--- config.mk ---
export PLATFORM = sky130hd
export DESIGN_NAME = cop_ise_arb
export DESIGN_NICKNAME = d
export VERILOG_FILES = /design/src/rtl/cop_ise_arb.sv
export SDC_FILE = /design/constraint.sdc
export NUM_CORES = 1
export LEC_CHECK = 0
export CAP_MARGIN = 20
export CORE_AREA = 2 2 155 157
export CTS_CLUSTER_SIZE = 24
export DETAILED_ROUTE_END_ITERATION = 8
export DIE_AREA = 0 0 157 159
export GPL_ROUTABILITY_DRIVEN = 0
export PLACE_DENSITY = 0.67
export SLEW_MARGIN = 20
export SYNTH_ARGS = -nofsm -noshare
export SYNTH_HDL_FRONTEND = slang
export SYNTH_SLANG_ARGS = --single-unit
--- constraint.sdc ---
create_clock -name cop_clk -period 7.5 [get_ports cop_clk]
set_input_delay 1.5 -clock cop_clk [delete_from_list [all_inputs] [get_ports cop_clk]]
set_output_delay 1.5 -clock cop_clk [all_outputs]
set_load 0.1 [all_outputs]
--- src/rtl/cop_ise_arb.sv ---
// Two-port arbiter in front of a shared ISE datapath.
// Grants one requester, drives the datapath, returns the result.
//
// Ports:
//   cop_clk, cop_rst        clock, async active-high reset
//   reqN_valid/insn/rs1/rs2 requester N instruction and operands
//   reqN_rdywr              requester N can take a result write
//   reqN_ready/wr/rd        requester N completion, write, data
//   dp_insn/rs1/rs2         operands to the shared datapath
//   dp_sel, dp_rd           datapath decode hit and result
//   arb_busy                high whenever not IDLE
module cop_ise_arb #(
  parameter bit RR = 1'b1
) (
  input  logic        cop_clk,
  input  logic        cop_rst,

  input  logic        req0_valid,
  input  logic [31:0] req0_insn,
  input  logic [31:0] req0_rs1,
  input  logic [31:0] req0_rs2,
  input  logic        req0_rdywr,
  output logic        req0_ready,
  output logic        req0_wr,
  output logic [31:0] req0_rd,

  input  logic        req1_valid,
  input  logic [31:0] req1_insn,
  input  logic [31:0] req1_rs1,
  input  logic [31:0] req1_rs2,
  input  logic        req1_rdywr,
  output logic        req1_ready,
  output logic        req1_wr,
  output logic [31:0] req1_rd,

  output logic [31:0] dp_insn,
  output logic [31:0] dp_rs1,
  output logic [31:0] dp_rs2,
  input  logic        dp_sel,
  input  logic [31:0] dp_rd,

  output logic        arb_busy
);

  typedef enum logic [1:0] {
    IDLE = 2'd0,
    EXEC = 2'd1,
    RESP = 2'd2
  } state_t;

  typedef struct packed {
    logic [31:0] insn;
    logic [31:0] rs1;
    logic [31:0] rs2;
  } op_t;

  state_t      state;
  op_t         op_q;
  logic [31:0] res_q;
  logic        gnt_q;
  logic        last_q;

  logic        any_valid;
  logic        both_valid;
  logic        pick;
  op_t         pick_op;
  logic        gnt_valid;
  logic        gnt_rdywr;

  logic        done;
  logic        wr_g;
  logic [31:0] rd_g;

  assign any_valid  = req0_valid | req1_valid;
  assign both_valid = req0_valid & req1_valid;

  // pick = 1 selects requester 1
  always_comb begin
    pick = 1'b0;
    if (RR) begin
      if (both_valid)
        pick = ~last_q;
      else
        pick = req1_valid;
    end else begin
      pick = ~req0_valid;
    end
  end

  always_comb begin
    pick_op = '0;
    if (pick) begin
      pick_op.insn = req1_insn;
      pick_op.rs1  = req1_rs1;
      pick_op.rs2  = req1_rs2;
    end else begin
      pick_op.insn = req0_insn;
      pick_op.rs1  = req0_rs1;
      pick_op.rs2  = req0_rs2;
    end
  end

  assign gnt_valid = gnt_q ? req1_valid : req0_valid;
  assign gnt_rdywr = gnt_q ? req1_rdywr : req0_rdywr;

  // Every way out of EXEC/RESP lands in IDLE, so a fresh grant
  // is always at least one IDLE cycle away.
  always_ff @(posedge cop_clk or posedge cop_rst) begin
    if (cop_rst) begin
      state  <= IDLE;
      op_q   <= '0;
      res_q  <= '0;
      gnt_q  <= 1'b0;
      last_q <= 1'b1;
    end else begin
      unique case (state)
        IDLE: begin
          if (any_valid) begin
            gnt_q <= pick;
            op_q  <= pick_op;
            state <= EXEC;
          end
        end
        EXEC: begin
          if (!gnt_valid) begin
            last_q <= gnt_q;
            state  <= IDLE;
          end else if (dp_sel) begin
            res_q <= dp_rd;
            state <= RESP;
          end else begin
            last_q <= gnt_q;
            state  <= IDLE;
          end
        end
        RESP: begin
          if (!gnt_valid || gnt_rdywr) begin
            last_q <= gnt_q;
            state  <= IDLE;
          end
        end
        default: state <= IDLE;
      endcase
    end
  end

  // Outputs decode from state; ready follows the live handshake
  // inputs so it lands in the same cycle as the completing edge.
  always_comb begin
    dp_insn = '0;
    dp_rs1  = '0;
    dp_rs2  = '0;
    done    = 1'b0;
    wr_g    = 1'b0;
    rd_g    = '0;
    unique case (state)
      EXEC: begin
        dp_insn = op_q.insn;
        dp_rs1  = op_q.rs1;
        dp_rs2  = op_q.rs2;
        done    = gnt_valid & ~dp_sel;
      end
      RESP: begin
        wr_g = 1'b1;
        rd_g = res_q;
        done = gnt_valid & gnt_rdywr;
      end
      default: begin
        done = 1'b0;
      end
    endcase
  end

  assign req0_ready = done & ~gnt_q;
  assign req1_ready = done &  gnt_q;
  assign req0_wr    = wr_g & ~gnt_q;
  assign req1_wr    = wr_g &  gnt_q;
  assign req0_rd    = gnt_q ? '0 : rd_g;
  assign req1_rd    = gnt_q ? rd_g : '0;
  assign arb_busy   = (state != IDLE);

endmodule

==> impl_metrics.py <==
metrics = {
    "run_status": {
        "status": "completed",
    },
    "logic_synthesis": {
        "syn_nets": 933,
        "synth.distinct_cells": 31,
        "yosys_most_used_dff": "dfrtp_1",
        "synth_area_leader_cell": "dfrtp_1",
        "synth-edff-count": 0,
        "syn_inst": 699,
        "ys_warn_count": 0,
        "synth.avg_cell_area_sq_um": 10.20,
        "async_flop_share_pct": 100.0,
        "yosys.cell_count.top_type": "dfrtp_1",
        "synth_common_cells": "131 x dfrtp_1, 129 x and2_1, 98 x nand2_1, 96 x mux2i_1, 93 x o21ai_0",
        "ys_seq_area_share_pct": 46.34,
        "synth_area_leaders": "dfrtp_1 46%, mux2i_1 13%, and2_1 11%",
        "synth_top_area_share_pct": 45.97,
        "synth-seq-cells": 132,
        "synth_area_sq_mm": 0.007131,
    },
    "hold_path": {
        "hp-class": "reg2reg",
        "hold-path-endpoint": "op_q[50]",
        "hp-start": "op_q[50]",
        "hold_path_depth": 2,
    },
    "power": {
        "cellPowerDensity_mw_per_mm2": 474.0,
        "leakage_nw": 5.111,
        "peakVddDrop_mv": 0.2183,
    },
    "setup_path": {
        "ff2ff_setup_slack_ns": 4.62,
        "endpoint_kind": "output pin",
        "worstPathRequired_ns": 6.00,
        "r2r_end": "res_q[12]",
        "critPathLaunchType": "input port",
        "arrival_ns": 3.96,
        "path_cells": "clkdlybuf4s50_1 > mux2_4 > nand3_1 > nor3_1 > clkdlybuf4s50_1",
        "rr_startpoint": "state[1]",
        "worstSetupPathType": "in2out",
        "critPathMostFrequentCell": "clkdlybuf4s50_1",
        "critPathMaxStageDelay_ns": 1.19,
        "crit_fanout": 5,
        "worst_path_max_delay_cell": "clkdlybuf4s50_1",
        "reg2regPathDepth": 5,
    },
    "timing": {
        "worst_pin_slew_ns": 1.072,
        "rsz0062_at_grt": "no",
        "period_share_pct": 72.75,
        "tns_ns": 0,
        "hold_violations": 0,
        "skew_ns": 0.007705,
        "max_slew_margin_pct": 28.29,
        "clock.fmax_mhz": 183.3,
        "slew_violations": 0,
        "finalSetupViolCount": 0,
        "fin_crit_ns": 5.456,
    },
    "finish": {
        "multiInputGateArea_sq_mm": 0.003508,
        "fin_cells": 1394,
        "seq_area_sq_mm": 0.003306,
        "diodes": 0,
        "final_nets": 1298,
        "layout-drive-gt1-share_pct": 7.442,
        "nFillCells": 2130,
        "syn_to_final_growth_pct": 66.33,
    },
    "global_route": {
        "antenna_found_initial": 1,
        "track_usage_pct": 17.37,
        "grt_pass1_wl_microns": 33440,
        "grt_max_degree": 118,
        "grt_pass1_vias": 6098,
        "grt_overflow": 0,
    },
    "floorplanning": {
        "io_pins": 396,
        "die_w_microns": 157,
        "die_area_sq_mm": 0.02496,
        "core.rowCount": 56,
        "die_y_microns": 159,
        "start_util_pct": 30.75,
        "core-area_sq_mm": 0.02319,
    },
    "clocking": {
        "cts_buffers": 17,
        "clk_latency_ns": 0.41,
        "hold_buffers": 0,
        "post_cts_resized": 0,
        "cts.repair_timing.setup_buffer_count": 0,
        "clock_path_buffers": 2,
        "cts_sinks": 132,
        "cts_tree": "built",
        "cts-root-buf": "clkbuf_16",
        "clk_pin_slew_ns": 0.06,
        "htreeDepth": 4,
    },
    "placement": {
        "place_inst": 1364,
        "place_hpwl_microns": 16580,
        "io_buffers": 395,
    },
    "routing": {
        "antenna_left": 0,
        "drt-total-wl_microns": 22090,
        "post_drt_wl_per_cell_microns": 15.84,
        "vias_per_cell": 4.415,
        "drt_first_pass_iters": 4,
        "drt_iter0_drc": 179,
        "vias": 6154,
        "drcViolationCount": 0,
    },
    "flow_run": {
        "maxCapViolCount": 0,
    },
}
-- layout make-up --
class / instances / area share (%)
clock inverter: 12 / 1.530
multi-input combinational: 507 / 29.58
sequential: 132 / 27.87
timing repair buffer: 402 / 33.78
inverter: 4 / 0.1688
clock buffer: 18 / 3.703
tap: 319 / 3.365
-- metrics by stage --
stage	total power (W)	hold WS, ns	util, %	area (sq um)	setup slack [ns]
finish	0.005622	0.4688	51.14	11860	2.044
detailed placement	0.004792	0.4618	48.46	11240	2.028
global route	0.005913	0.4902	51.14	11860	2.004
global placement	0.004758	0.4525	48.46	11240	2.026
CTS	0.005696	0.4754	51.13	11860	2.023
floorplan	0.003943	0.4418	-	7131	2.211
-- where the power goes --
part           switching (W)  total, W  internal [W]
clock               0.000315  0.000878      0.000563
sequential          0.000208   0.00128       0.00107
combinational        0.00250   0.00346      0.000962
total                0.00303   0.00562       0.00260
-- per-layer routing --
metal | wire length, microns | GRT usage (%)
met4 | 446 | 5.129
met2 | 10980 | 30.88
met3 | 1943 | 6.070
met1 | 8714 | 19.43
met5 | 0 | 0
-- cells by family after synthesis --
group	after synthesis	synth area share (%)
AO/OA/AOI/OAI	102	7.352
adder cells (fa/ha/maj)	3	0.5265
buffers and inverters	60	4.808
flip-flops	132	46.34
multiplexers	131	20.58
AND/OR/NAND/NOR	271	20.39
-- cells in the final DEF (no fill, tap or decap), types with 2 or more instances in the layout --
master and instances:
and3_1 32, nor2_1 3, o21ai_1 4, inv_1 3, and2b_1 2, and2_1 129
clkinvlp_4 4, o21ai_0 92, buf_4 7, mux2_4 30, dfrtp_1 130, ha_1 2
clkbuf_16 17, clkinv_4 2, mux2_2 5, nand2b_1 2, bufinv_16 4, mux2i_1 96
inv_6 2, clkdlybuf4s50_1 395, nand2_1 98
-- critical path: cells and delay by family --
family	cells	cell delay, ns
and+or+nand+nor	2	0.40
muxes	1	0.22
buffers and inverters	2	1.83
-- worst max-delay path by stage --
| stage | cells past startpoint | from | endpoint | slack (ns) |
|---|---|---|---|---|
| after floorplan | 3 | req0_valid | req0_ready | 2.21 |
| after global placement | 5 | req0_valid | req0_ready | 2.03 |
| after detailed placement | 5 | req0_valid | req0_ready | 2.03 |
| after CTS | 5 | req0_valid | req0_ready | 2.02 |
| after global routing | 5 | req0_valid | req0_ready | 2.00 |
| final | 5 | req0_valid | req0_ready | 2.04 |
-- state kept, by name (all words and copies together), names as in the netlist --
signal  count
op_q       96
res_q      32
state       2
gnt_q       1
last_q      1
No activity file was read; power rests on OpenSTA's default activity.
